### config.mk
export PLATFORM = sky130hd
export DESIGN_NAME = mem_arbiter_flat
export DESIGN_NICKNAME = d
export VERILOG_FILES = /design/src/rtl/mem_arb_pkg.sv /design/src/rtl/mem_arbiter_if.sv /design/src/rtl/mem_arb_starve_ctr.sv /design/src/rtl/mem_arbiter.sv /design/src/flat_wrapper.sv
export SDC_FILE = /design/constraint.sdc
export NUM_CORES = 1
export LEC_CHECK = 0
export ABC_CLOCK_PERIOD_IN_PS = 1200
export BUFFER_PORTS_ARGS = -buffer_cell sky130_fd_sc_hd__buf_4
export CAP_MARGIN = 20
export CORE_AREA = 2 2 104 106
export DETAILED_ROUTE_END_ITERATION = 7
export DIE_AREA = 0 0 106 108
export GPL_TIMING_DRIVEN = 0
export PLACE_DENSITY = 0.51
export SETUP_SLACK_MARGIN = 0.3
export SLEW_MARGIN = 25
export SYNTH_ARGS = -nofsm -noshare
export SYNTH_HDL_FRONTEND = slang
export SYNTH_HIERARCHICAL = 1
export SYNTH_SLANG_ARGS = --single-unit
### constraint.sdc
create_clock -name CLK -period 1.2 [get_ports CLK]
set_clock_uncertainty 0.15 [all_clocks]
set_input_delay 0.06 -clock CLK [delete_from_list [all_inputs] [get_ports CLK]]
set_output_delay 0.06 -clock CLK [all_outputs]
set_load 0.02 [all_outputs]
### src/rtl/mem_arb_pkg.sv
// mem_arb_pkg: shared types for the instruction/data memory arbiter.
package mem_arb_pkg;
  typedef logic [31:0] word_t;
  typedef enum logic [1:0] {FREE = 2'd0, BUSY = 2'd1, ACCESS = 2'd2, ERROR = 2'd3} ramstate_t;
  typedef enum logic [1:0] {IDLE, DSERV, ISERV} arb_state_t;
endpackage

### src/rtl/mem_arbiter_if.sv
// mem_arbiter_if: requester and RAM signals of the arbiter; master = arbiter, slave = environment.
interface mem_arbiter_if;
  import mem_arb_pkg::*;
  logic      iREN;
  word_t     iaddr;
  logic      iwait;
  word_t     iload;
  logic      dREN;
  logic      dWEN;
  word_t     daddr;
  word_t     dstore;
  logic      dwait;
  word_t     dload;
  logic      ramREN;
  logic      ramWEN;
  word_t     ramaddr;
  word_t     ramstore;
  word_t     ramload;
  ramstate_t ramstate;
  logic      ram_err;
  modport master (
    input  iREN, iaddr, dREN, dWEN, daddr, dstore, ramload, ramstate,
    output iwait, iload, dwait, dload, ramREN, ramWEN, ramaddr, ramstore, ram_err
  );
  modport slave (
    output iREN, iaddr, dREN, dWEN, daddr, dstore, ramload, ramstate,
    input  iwait, iload, dwait, dload, ramREN, ramWEN, ramaddr, ramstore, ram_err
  );
endinterface

### src/rtl/mem_arb_starve_ctr.sv
// mem_arb_starve_ctr: counts data grants taken while an instruction fetch waits; saturates at LIMIT.
module mem_arb_starve_ctr #(
  parameter int LIMIT = 4
) (
  input  logic CLK,
  input  logic nRST,
  input  logic i_dserv_entry,
  input  logic i_iserv_entry,
  input  logic i_iren,
  output logic o_at_limit
);
  localparam int W = $clog2(LIMIT + 1);
  logic [W-1:0] r_cnt;
  assign o_at_limit = (r_cnt == W'(LIMIT));
  always_ff @(posedge CLK or negedge nRST)
    if (!nRST) r_cnt <= '0;
    else if (i_iserv_entry) r_cnt <= '0;
    else if (i_dserv_entry && i_iren && !o_at_limit) r_cnt <= r_cnt + 1'b1;
endmodule

### src/rtl/mem_arbiter.sv
// mem_arbiter: single-port RAM arbiter, data over instruction; define MEM_ARB_STARVE_GUARD_EN
// to force an instruction grant after STARVE_LIMIT data grants taken while iREN waits.
module mem_arbiter
  import mem_arb_pkg::*;
#(
  parameter int STARVE_LIMIT = 4
) (
  input logic           CLK,
  input logic           nRST,
  mem_arbiter_if.master bus
);
  arb_state_t r_state;
  arb_state_t w_next;
  logic       r_ram_err;
  logic       w_dreq, w_acc, w_ds, w_is, w_pick_i;
  assign w_dreq = bus.dREN | bus.dWEN;
  assign w_acc  = (bus.ramstate == ACCESS);
  assign w_ds   = (r_state == DSERV);
  assign w_is   = (r_state == ISERV);
`ifdef MEM_ARB_STARVE_GUARD_EN
  logic w_at_limit;
  mem_arb_starve_ctr #(.LIMIT(STARVE_LIMIT)) u_starve_ctr (
    .CLK           (CLK),
    .nRST          (nRST),
    .i_dserv_entry (r_state == IDLE && w_next == DSERV),
    .i_iserv_entry (r_state == IDLE && w_next == ISERV),
    .i_iren        (bus.iREN),
    .o_at_limit    (w_at_limit)
  );
  assign w_pick_i = w_at_limit & bus.iREN;
`else
  logic w_unused_limit;
  assign w_unused_limit = ^STARVE_LIMIT;
  assign w_pick_i = 1'b0;
`endif
  // A dropped request ends service just like ACCESS does.
  assign w_next = (r_state == IDLE)  ? (w_pick_i ? ISERV : w_dreq ? DSERV : bus.iREN ? ISERV : IDLE) :
                  (r_state == DSERV) ? ((w_dreq & ~w_acc) ? DSERV : IDLE) :
                                       ((bus.iREN & ~w_acc) ? ISERV : IDLE);
  always_ff @(posedge CLK or negedge nRST)
    if (!nRST) begin
      r_state   <= IDLE;
      r_ram_err <= 1'b0;
    end else begin
      r_state <= w_next;
      if (bus.ramstate == ERROR) r_ram_err <= 1'b1;
    end
  assign bus.ramaddr  = w_ds ? bus.daddr : w_is ? bus.iaddr : '0;
  assign bus.ramstore = w_ds ? bus.dstore : '0;
  assign bus.ramWEN   = w_ds & bus.dWEN;
  assign bus.ramREN   = w_ds ? (bus.dREN & ~bus.dWEN) : (w_is & bus.iREN);
  assign bus.dwait    = w_ds ? ~w_acc : w_dreq;
  assign bus.iwait    = w_is ? ~w_acc : bus.iREN;
  assign bus.dload    = w_ds ? bus.ramload : '0;
  assign bus.iload    = w_is ? bus.ramload : '0;
  assign bus.ram_err  = r_ram_err;
endmodule

### src/flat_wrapper.sv
// flat-port wrapper written by rule: the top's interface ports become plain ports
module mem_arbiter_flat import mem_arb_pkg::*;
#(
  parameter int STARVE_LIMIT = 4
)
  (CLK, nRST, bus_iREN, bus_iaddr, bus_dREN, bus_dWEN, bus_daddr, bus_dstore, bus_ramload, bus_ramstate, bus_iwait, bus_iload, bus_dwait, bus_dload, bus_ramREN, bus_ramWEN, bus_ramaddr, bus_ramstore, bus_ram_err);
  mem_arbiter_if bus_i ();
  input logic CLK;
  input logic nRST;
  input wire logic [$bits(bus_i.iREN)-1:0] bus_iREN;
  input wire logic [$bits(bus_i.iaddr)-1:0] bus_iaddr;
  input wire logic [$bits(bus_i.dREN)-1:0] bus_dREN;
  input wire logic [$bits(bus_i.dWEN)-1:0] bus_dWEN;
  input wire logic [$bits(bus_i.daddr)-1:0] bus_daddr;
  input wire logic [$bits(bus_i.dstore)-1:0] bus_dstore;
  input wire logic [$bits(bus_i.ramload)-1:0] bus_ramload;
  input wire logic [$bits(bus_i.ramstate)-1:0] bus_ramstate;
  output wire logic [$bits(bus_i.iwait)-1:0] bus_iwait;
  output wire logic [$bits(bus_i.iload)-1:0] bus_iload;
  output wire logic [$bits(bus_i.dwait)-1:0] bus_dwait;
  output wire logic [$bits(bus_i.dload)-1:0] bus_dload;
  output wire logic [$bits(bus_i.ramREN)-1:0] bus_ramREN;
  output wire logic [$bits(bus_i.ramWEN)-1:0] bus_ramWEN;
  output wire logic [$bits(bus_i.ramaddr)-1:0] bus_ramaddr;
  output wire logic [$bits(bus_i.ramstore)-1:0] bus_ramstore;
  output wire logic [$bits(bus_i.ram_err)-1:0] bus_ram_err;
  assign bus_i.iREN = bus_iREN;
  assign bus_i.iaddr = bus_iaddr;
  assign bus_i.dREN = bus_dREN;
  assign bus_i.dWEN = bus_dWEN;
  assign bus_i.daddr = bus_daddr;
  assign bus_i.dstore = bus_dstore;
  assign bus_i.ramload = bus_ramload;
  assign bus_i.ramstate = bus_ramstate;
  assign bus_iwait = bus_i.iwait;
  assign bus_iload = bus_i.iload;
  assign bus_dwait = bus_i.dwait;
  assign bus_dload = bus_i.dload;
  assign bus_ramREN = bus_i.ramREN;
  assign bus_ramWEN = bus_i.ramWEN;
  assign bus_ramaddr = bus_i.ramaddr;
  assign bus_ramstore = bus_i.ramstore;
  assign bus_ram_err = bus_i.ram_err;
  mem_arbiter #(.STARVE_LIMIT(STARVE_LIMIT)) u_core (.CLK(CLK), .nRST(nRST), .bus(bus_i));
endmodule
### Word-level counts from Yosys, hierarchy flattened

Cells that the tools add are included.

| word-level totals | value |
|---|---|
| register bits after elaboration | 3 |
| input port bits | 135 |
| logic and storage cells | 29 |
| output and inout bits | 133 |

| cells by class | value |
|---|---|
| bitwise operators | 8 |
| reduce and logical (&&, ||, !) cells | 1 |
| multiplexer cells | 14 |
| equality and inequality tests | 4 |

Operators by type and width:

| kind | count |
|---|---|
| 2-to-1 mux 32 bit | 5 |
| 2-to-1 mux 2 bit | 5 |
| == test 2 bit, second input constant | 3 |
| AND 1 bit | 5 |
| 2-to-1 mux 1 bit | 4 |
| == test 2 x 1 -> 1 bit, second input constant | 1 |
| zero test 2 bit | 1 |
| inverter 1 bit | 2 |
| OR 1 bit | 1 |

### Depth between registers and ports, before layout

Gate-level depths: netlist of run 1.

| logic depth | value |
|---|---|
| depth in word-level cells | 6 |
| mapped depth | 5 |
| depth with buffers taken out | 3 |

### Least setup slack after synthesis of run 1

No wires, ideal clock.

| timing | value |
|---|---|
| path type | register -> output |
| from | register u_core.r_state[0] |
| to | output bus_iwait |
| stages on the path, launching flop included | 5 |
| buffers on the path | 1 |
| data required time | 0.990 ns |
| arrival time | 1.165 ns |
| path slack | -0.175 ns |
| cell sequence | dfrtp_1 -> and2b_4 -> buf_2 -> nor2_1 -> a21oi_1 |

| on the way | value |
|---|---|
| word-level cells in the longest chain between the ends | 2 |

Ends and longest elaborated chain:

| item | RTL line | source |
|---|---|---|
| from (decl) | mem_arbiter.sv:12 | `arb_state_t r_state;` |
| from (signal assigned) | mem_arbiter.sv:45 | `r_state <= w_next;` |
| == test 2 bit | mem_arbiter.sv:19 | `assign w_is = (r_state == ISERV);` |
| 2-to-1 mux 1 bit | mem_arbiter.sv:53 | `assign bus.iwait = w_is ? ~w_acc : bus.iREN;` |
| to (decl) | flat_wrapper.sv:18 | `output wire logic [$bits(bus_i.iwait)-1:0] bus_iwait;` |

Every way passes these cells.

### Worst setup path after layout of run 1

| timing | value |
|---|---|
| from | register u_core.r_state[1] |
| to | output bus_ramaddr[19] |

| on the way | value |
|---|---|
| word-level cells in the longest chain between the ends | 3 |
| elaborated cells between the ends (all ways) | 4 |
| classes of those cells | eq/ne: 2; mux: 2 |

Ends and longest elaborated chain:

| item | RTL line | source |
|---|---|---|
| == test 2 bit | mem_arbiter.sv:19 |  |
| 2-to-1 mux 32 bit | mem_arbiter.sv:48 | `assign bus.ramaddr = w_ds ? bus.daddr : w_is ? bus.iaddr : '0;` |
| 2-to-1 mux 32 bit * | mem_arbiter.sv:48 |  |
| to (decl) | flat_wrapper.sv:24 | `output wire logic [$bits(bus_i.ramaddr)-1:0] bus_ramaddr;` |

Mark *: on every way between the ends. The rest lies on a longest branch, timed or not.

==> PnR_summary.wiki, run 1 <==
{| class="wikitable"
! Metric !! Value
|-
| Flip-flop and latch count after synthesis || 3
|-
| Launching point of the worst reg2reg path || u_core/r_state[1]
|-
| Total number of placement rows || 37
|-
| Placed cells || between 500 and 600
|-
| WP data arrival || 1.49 ns
|-
| Residual antenna-violating net count after detailed routing || 0
|-
| Synthesized area divided by synthesized cell count || around 7.2 sq um
|-
| Vert. Die Dim || roughly 110 um
|-
| Syn nets || 300
|-
| ANT cells || 0
|-
| Proportion of synthesized chip area in sequential cells || under 10%
|-
| CTS tree || built
|-
| Final min period || between 1.5 and 2 ns
|-
| Overflow left after global routing || 0
|-
| Growth of design area from synthesis to finish || 302%
|-
| Die X-Extent || approximately 110 um
|-
| Avg Vias per Cell || between 3 and 4
|-
| Number of filler instances in the final layout || 980
|-
| Run status || finished, violations left
|-
| Insertion delay of the later-clocked pin in the worst-skew pair || ~0.21 ns
|-
| Gpl congestion || between 0.7 and 0.8
|-
| TritonCTS Buffers || 3
|-
| CTS sink cnt || 3
|-
| Initial antenna violation count || 0
|-
| Leakage power total || 2.47 nW
|-
| Maximum buffer depth of the clock tree || 2
|-
| Pin count of the biggest net entering global routing || 11
|-
| Failing checks || negative hold slack, negative setup slack
|-
| Kind of start point of the critical path || flop
|-
| Count of max-cap constraint violations || 0
|-
| Count of buffers inserted at the top-level ports || around 270
|-
| Non-filler instance count after layout || 590
|-
| Residual DRC || 0
|-
| Endpoint required time on the critical path || slightly below 1 ns
|-
| Hold buffer count at CTS || 2
|-
| Iteration-0 DRC count of the detailed router || 82
|-
| Initial cell density of the core || a little under an eighth
|-
| Startpoint of the most critical setup path || u_core/r_state[1]
|-
| Clock transition at the register clock pins on the worst setup and hold paths after CTS || 0.03 ns
|-
| Post-synthesis cell type count || 18
|-
| Highest fanout seen on the critical path || 10
|-
| Worst-Margin Slew || about 0.44 ns
|-
| Hold path start || bus_ramstate[1]
|-
| Power Total || around 3.1 mW
|-
| Clock Tree Root || sky130_fd_sc_hd__clkbuf_8
|-
| HP Class || in -> reg
|-
| Peak Freq || about 600 MHz
|-
| Number of top-level design ports || between 200 and 300
|-
| Pre-CTS setup slack || -0.354 ns
|-
| First-pass GRT wire length || roughly 12,000 um
|-
| Total wire length || ~8700 um
|-
| WS Path Type || reg -> out
|-
| Slack of the critical path || -0.497 ns
|-
| Final Setup Violations || 133
|-
| Kind of end point of the critical path || output pin
|-
| Combined global-route utilization of all metal layers || between 10% and 20%
|-
| Average detailed-routed wire length per instance || 14.8 um
|-
| Worst slack on hold paths || -0.0957 ns
|-
| Total Die Area || roughly 0.011 sq mm
|-
| Combined area of all synthesized cells || ~0.0012 sq mm
|-
| Max H-tree Level || 1
|-
| Via count of the routed design || roughly 2,300
|-
| Fraction of layout instances using a drive strength above 1 || 96.0%
|-
| Power Density || ~660 mW/mm^2
|-
| Total count of max-transition violations in the final report || 0
|-
| Final-report hold violation count || 1
|-
| CORE AREA || slightly above 0.01 sq mm
|-
| Final net count || 590
|-
| Pre-antenna DRT Iters || 3
|-
| Number of global-route vias before repair || approximately 2,400
|-
| Remaining max-slew budget at the tightest pin || 70.5%
|-
| Fraction of the cycle the final worst path needs || 141%
|-
| Synth Instances || around 170
|-
| RSZ-0062 raised after global routing || yes
|-
| HPWL reported at the end of detailed placement || 7020 um
|-
| Yosys warnings || 6
|-
| Largest vdd supply drop || 0.457 mV
|}
-- cell usage in the layout, fill, tap and decap left out, types with 2 or more instances in the layout --
master                            n
sky130_fd_sc_hd__buf_6          121
sky130_fd_sc_hd__clkbuf_8         3
sky130_fd_sc_hd__a21oi_2          2
sky130_fd_sc_hd__buf_8            6
sky130_fd_sc_hd__nor2_1           2
sky130_fd_sc_hd__buf_4          162
sky130_fd_sc_hd__dlygate4sd3_1    2
sky130_fd_sc_hd__a22o_4          26
sky130_fd_sc_hd__dfrtp_1          2
sky130_fd_sc_hd__clkbuf_16        4
sky130_fd_sc_hd__buf_12           8
sky130_fd_sc_hd__nor2b_1          2
sky130_fd_sc_hd__a22o_1           6
sky130_fd_sc_hd__and2_4          97
-- synth_stat cells --
| cell | n | share of area (%) |
|---|---|---|
| sky130_fd_sc_hd__a32o_1 | 1 | 0.85 |
| sky130_fd_sc_hd__nor2_1 | 2 | 0.64 |
| sky130_fd_sc_hd__o21a_1 | 1 | 0.64 |
| sky130_fd_sc_hd__and2b_4 | 1 | 0.85 |
| sky130_fd_sc_hd__buf_6 | 5 | 4.8 |
| sky130_fd_sc_hd__inv_1 | 1 | 0.32 |
| sky130_fd_sc_hd__nor4_1 | 1 | 0.53 |
| sky130_fd_sc_hd__nor2b_1 | 3 | 1.6 |
| sky130_fd_sc_hd__nor3_1 | 1 | 0.42 |
| sky130_fd_sc_hd__clkbuf_1 | 2 | 0.64 |
| sky130_fd_sc_hd__dfrtp_1 | 3 | 6.4 |
| sky130_fd_sc_hd__a211oi_1 | 1 | 0.64 |
| sky130_fd_sc_hd__and2_1 | 97 | 51 |
| sky130_fd_sc_hd__a21oi_1 | 2 | 0.85 |
| sky130_fd_sc_hd__buf_4 | 2 | 1.3 |
| sky130_fd_sc_hd__a22o_1 | 32 | 24 |
| sky130_fd_sc_hd__buf_2 | 9 | 3.8 |
| sky130_fd_sc_hd__a21o_1 | 1 | 0.64 |
-- power by group --
part / switching (mW) / internal [mW] / leakage, nW / total (mW)
clock: 0.0667 / 0.227 / 0.0228 / 0.293
combinational: 1.11 / 1.61 / 2.41 / 2.73
sequential: 0.00567 / 0.108 / 0.0320 / 0.113
-- area by class of cell --
type                            count  area, sq um  area share, %
Timing Repair Buffer              285         2650           55.8
Tap cell                          136          170           3.59
Buffer                             18          303           6.39
Sequential cell                     3         76.3           1.61
Inverter                            1         3.75         0.0792
Multi-Input combinational cell    143         1500           31.5
Clock buffer                        4         45.0          0.950
-- flip-flops by register name, summed over array words and instances, names as in the netlist --
| signal | count |
|---|---|
| u_core/r_state | 2 |
| u_core/bus.ram_err | 1 |
-- metrics by stage --
step           setup TNS [ns]  hold WS (ns)  utilization (%)  instance area (sq um)
2_1_floorplan           -5.80        -0.386                -                   1700
5_1_grt                -64.44       -0.0842             46.3                   4740
4_1_cts                -57.20       -0.0969             45.3                   4630
6_report               -56.21       -0.0957             46.3                   4740
3_5_place_dp           -34.04        -0.298             37.9                   3870
3_3_place_gp           -32.62        -0.299             37.9                   3870
-- cell families after synthesis --
kind of cell | Yosys count | synth area share [%]
AOI/OAI and AO/OA | 38 | 27.4
and+or+nand+nor | 105 | 55.5
buffers and inverters | 19 | 10.8
DFF | 3 | 6.36
-- what timing repair did --
action                                  CTS  global route
setup buffers                             7             0
resized for setup                       153            15
endpoints found under the hold margin     5             1
cloned                                    7             2
endpoints found under the setup margin  134           135
pin swaps                                21            11
-- worst max-delay path, cell delays in order (launching register included) --
cell	delay, ns
sky130_fd_sc_hd__dfrtp_2	0.43
sky130_fd_sc_hd__and2b_4	0.20
sky130_fd_sc_hd__buf_12	0.15
sky130_fd_sc_hd__buf_12	0.14
sky130_fd_sc_hd__a22o_4	0.21
sky130_fd_sc_hd__buf_6	0.13
-- path summary, 6_finish.rpt --
kind / depth (start not counted) / end / slack (ns)
min in group asynchronous: 2 / u_core/bus.ram_err / 0.02
worst min-delay path: 2 / u_core/bus.ram_err / -0.1
worst max-delay path: 5 / bus_ramaddr[19] / -0.50
max in group asynchronous: 2 / u_core/r_state[1] / 0.78
worst max register to register: 4 / u_core/r_state[1] / -0.07
worst min register to register: 1 / u_core/bus.ram_err / 0.32
-- layer usage --
layer	wire length, um	global-route usage, %	vias up	part of all wire, %
met2	4750	26.6	154	54
met4	45	1.88	0	0.52
met1	3040	14.3	1024	35
li1	-	-	1141	-
met3	893	3.68	4	10
met5	0	0	-	0
No activity file was read; power rests on OpenSTA's default activity.
==> inputs of run 2 (changes only) <==
Settings changed: ABC_AREA from default to 1, CORE_AREA 2 2 104 106 to 2 2 105 107, DIE_AREA 0 0 106 108 to 0 0 107 109.
==> PnR_summary.wiki, run 2 <==
{| class="wikitable"
! Metric !! Value
|-
| HP Class || in -> reg
|-
| Initial antenna violation count || 0 (unchanged)
|-
| Iteration-0 DRC count of the detailed router || 91 (+11%)
|-
| Highest-count cells in the layout ignoring fill and taps || sky130_fd_sc_hd__buf_4, sky130_fd_sc_hd__buf_6, sky130_fd_sc_hd__nor2_4
|-
| Final min period || 1.66 ns (-0.0350 ns)
|-
| Die X-Extent || 107 um (+0.94%)
|-
| Pin count of the biggest net entering global routing || 11 (unchanged)
|-
| Power Total || 3.36 mW (+7.2%)
|-
| Pre-antenna DRT Iters || 4 (+1)
|-
| Initial cell density of the core || 11.9% (+0.40 points)
|-
| Buffers and inverters on the worst path || 5 (+2)
|-
| Endpoint required time on the critical path || 0.99 ns (about the same)
|-
| Fraction of layout instances using a drive strength above 1 || 75.6% (-20 points)
|-
| Largest register FFs || 2 (unchanged)
|-
| Fraction of the cycle the final worst path needs || 138% (-2.9 points)
|-
| Failing checks || negative hold slack, negative setup slack
|-
| Slack of the critical path || -0.462 ns (+0.0350 ns)
|-
| Remaining max-slew budget at the tightest pin || 84.0% (+13 points)
|-
| Total count of max-transition violations in the final report || 0 (unchanged)
|-
| Leakage power total || 2.77 nW (+13%)
|-
| Biggest register || u_core/r_state
|-
| Combined global-route utilization of all metal layers || 13.5% (+0.14 points)
|-
| Synth Instances || 300 (+82%)
|-
| Adder-cell area share of the yosys netlist || 0% (unchanged)
|-
| Final Core Density || 50.3% (+4.0 points)
|-
| Total wire length || 9170 um (+5.1%)
|-
| Commonest cells in the netlist || sky130_fd_sc_hd__nand2_1, sky130_fd_sc_hd__nor2_1, sky130_fd_sc_hd__inv_1, sky130_fd_sc_hd__buf_2, sky130_fd_sc_hd__buf_6
|-
| Combined area of all synthesized cells || 0.00126 sq mm (+7.2%)
|-
| CTS tree || built
|-
| CORE AREA || 0.0106 sq mm (+3.6%)
|-
| Yosys warnings || 6 (unchanged)
|-
| HPWL reported at the end of detailed placement || 6990 um (-0.49%)
|-
| WP data arrival || 1.45 ns (-0.04 ns)
|-
| ANT cells || 0 (unchanged)
|-
| Max H-tree Level || 1 (unchanged)
|-
| Cell type contributing the most total cell area after synthesis || sky130_fd_sc_hd__nand2_1
|-
| CTS sink cnt || 3 (unchanged)
|-
| Average detailed-routed wire length per instance || 12.4 um (-16%)
|-
| Placed cells || 707 (+24%)
|-
| Share of Yosys cell area claimed by the top area cell type || 30.0% (-21 points)
|-
| Simple-gate portion of the synthesized area || 61.8% (+6.4 points)
|-
| Area of all placed cells without fillers || 0.00533 sq mm (+13%)
|-
| Final Setup Violations || 132 (-0.75%)
|-
| Residual antenna-violating net count after detailed routing || 0 (unchanged)
|-
| Synth area leaders || sky130_fd_sc_hd__nand2_1, sky130_fd_sc_hd__nor2_1, sky130_fd_sc_hd__inv_1
|-
| Synth Area in XOR/XNOR || 0% (unchanged)
|-
| Portion of netlist area occupied by mux cells || 0% (unchanged)
|-
| First-pass GRT wire length || 12,700 um (+2.9%)
|-
| Proportion of register bits with asynchronous set or reset after synthesis || 100% (unchanged)
|-
| Worst-Margin Slew || 0.240 ns (-0.201 ns)
|-
| Avg Vias per Cell || 3.88 (-1.4%)
|-
| Highest fanout seen on the critical path || 5 (-5)
|-
| Predominant post-synthesis flop cell || sky130_fd_sc_hd__dfrtp_1
|-
| Largest vdd supply drop || 0.347 mV (-24%)
|-
| R2r setup slk || 0.13 ns (+0.20 ns)
|-
| Clock transition at the register clock pins on the worst setup and hold paths after CTS || 0.03 ns (about the same)
|-
| Final-report hold violation count || 3 (+2)
|-
| Hold buffer count at CTS || 1 (-1)
|-
| Count of max-cap constraint violations || 0 (unchanged)
|-
| Most frequent standard cell in the layout excluding fill and tap cells || sky130_fd_sc_hd__buf_4
|-
| Clock Tree Root || sky130_fd_sc_hd__clkbuf_8
|-
| Flip-flop and latch count after synthesis || 3 (unchanged)
|-
| Total Die Area || 0.0117 sq mm (+1.9%)
|-
| Via count of the routed design || 2,866 (+23%)
|-
| Peak Freq || 602 MHz (+2.1%)
|-
| Total number of placement rows || 38 (+2.7%)
|-
| EDFF count, synth || 0 (unchanged)
|-
| Standard cell area after detailed placement || 0.00416 sq mm (+7.5%)
|-
| Final net count || 734 (+24%)
|-
| Peak per-stage delay on the critical path || 0.37 ns (-0.06 ns)
|-
| Power Density || 629 mW/mm^2 (-4.7%)
|-
| Run status || finished, violations left
|-
| Vert. Die Dim || 109 um (+0.93%)
|-
| Synthesized area divided by synthesized cell count || 4.22 sq um (-41%)
|-
| RSZ-0062 raised after global routing || yes
|-
| Count leader, synth || sky130_fd_sc_hd__nand2_1
|-
| Syn nets || 435 (+45%)
|-
| Insertion delay of the later-clocked pin in the worst-skew pair || 0.22 ns (about the same)
|-
| Growth of design area from synthesis to finish || 322%
|-
| Gpl congestion || 0.734 (+2.3%)
|-
| Maximum buffer depth of the clock tree || 2 (unchanged)
|-
| Count of buffers inserted at the top-level ports || 267 (unchanged)
|-
| Family with the most delay on the worst path || buffers and inverters
|-
| Proportion of synthesized chip area in sequential cells || 5.93% (-0.43 points)
|-
| TritonCTS Buffers || 3 (unchanged)
|-
| Number of top-level design ports || 268 (unchanged)
|-
| Residual DRC || 0 (unchanged)
|-
| Non-filler instance count after layout || 738 (+25%)
|-
| Kind of end point of the critical path || output pin
|-
| Slowest stage cell, crit path || sky130_fd_sc_hd__dfrtp_1
|-
| Worst slack on hold paths || -0.0875 ns (+0.00819 ns)
|-
| Post-synthesis cell type count || 14 (-4)
|-
| Cell-by-cell listing of the critical path || inv_2 > nor2_4 > inv_4 > clkbuf_16 > clkbuf_16 > nor2_4 > buf_6
|-
| Number of global-route vias before repair || 2,779 (+16%)
|-
| Synth Area in Compound Gates || 2.57% (-25 points)
|-
| Overflow left after global routing || 0 (unchanged)
|-
| Kind of start point of the critical path || flop
|-
| WS Path Type || reg -> out
|-
| Combinational family with the most area after synthesis || simple AND/OR/NAND/NOR gates
|}
==> run 2: cell families after synthesis <==
group	after synthesis
AOI/OAI and AO/OA	6
buffers and inverters	87
DFF	3
and+or+nand+nor	204
==> run 2: stage by stage <==
| step | TNS, ns | setup slack [ns] |
|---|---|---|
| finish | -52.49 | -0.462 |
| floorplan | -10.42 | -0.135 |
| global placement | -34.84 | -0.373 |
| detailed placement | -38.42 | -0.399 |
| CTS | -48.72 | -0.434 |
| global route | -60.71 | -0.519 |
==> run 2: worst paths after layout <==
check	startpoint	endpoint	cells past startpoint
hold / removal	bus_ramstate[1]	u_core/bus.ram_err	2
max in group asynchronous	nRST	u_core/r_state[0]	2
hold reg to reg	u_core/bus.ram_err	u_core/bus.ram_err	1
min in group asynchronous	nRST	u_core/r_state[1]	2
setup reg to reg	u_core/r_state[1]	u_core/r_state[1]	4
setup / recovery	u_core/r_state[0]	bus_ramstore[16]	7
==> run 2: routing by layer <==
layer,up-vias,track usage [%],share of wire (%)
li1,1426,-,-
met2,167,27.0,56
met1,1262,13.8,33
met5,-,0,0
met3,11,3.95,11
met4,0,2.69,1.3
==> run 2: worst register-to-register path, cell delays in order (launching register included) <==
cell and delay [ns]:
sky130_fd_sc_hd__dfrtp_1 0.41, sky130_fd_sc_hd__buf_4 0.16, sky130_fd_sc_hd__nor2_1 0.07, sky130_fd_sc_hd__nand2_1 0.07, sky130_fd_sc_hd__a21oi_2 0.14
==> run 2: report_power, final <==
group | total [mW] | switching, mW | leakage (nW) | internal, mW
clock network | 0.292 | 0.0659 | 0.0228 | 0.226
logic | 2.95 | 1.43 | 2.72 | 1.52
registers | 0.113 | 0.00574 | 0.0336 | 0.107
==> run 2: timing repair <==
item	4_1_cts	5_1_grt
endpoints found under the setup margin	135	135
pin swaps	4	0
resized for setup	138	51
gates cloned	6	6
buffers inserted	10	4
endpoints found under the hold margin	6	2
==> run 2: area by class of cell <==
cell class	instances	area (sq um)
multi-input combinational	210	1620
fill	1024	5270
clock buffer	4	45.0
buffer	16	320
timing repair inverter	1	6.26
tap	140	175
inverter	71	282
sequential	3	75.1
timing repair buffer	293	2810
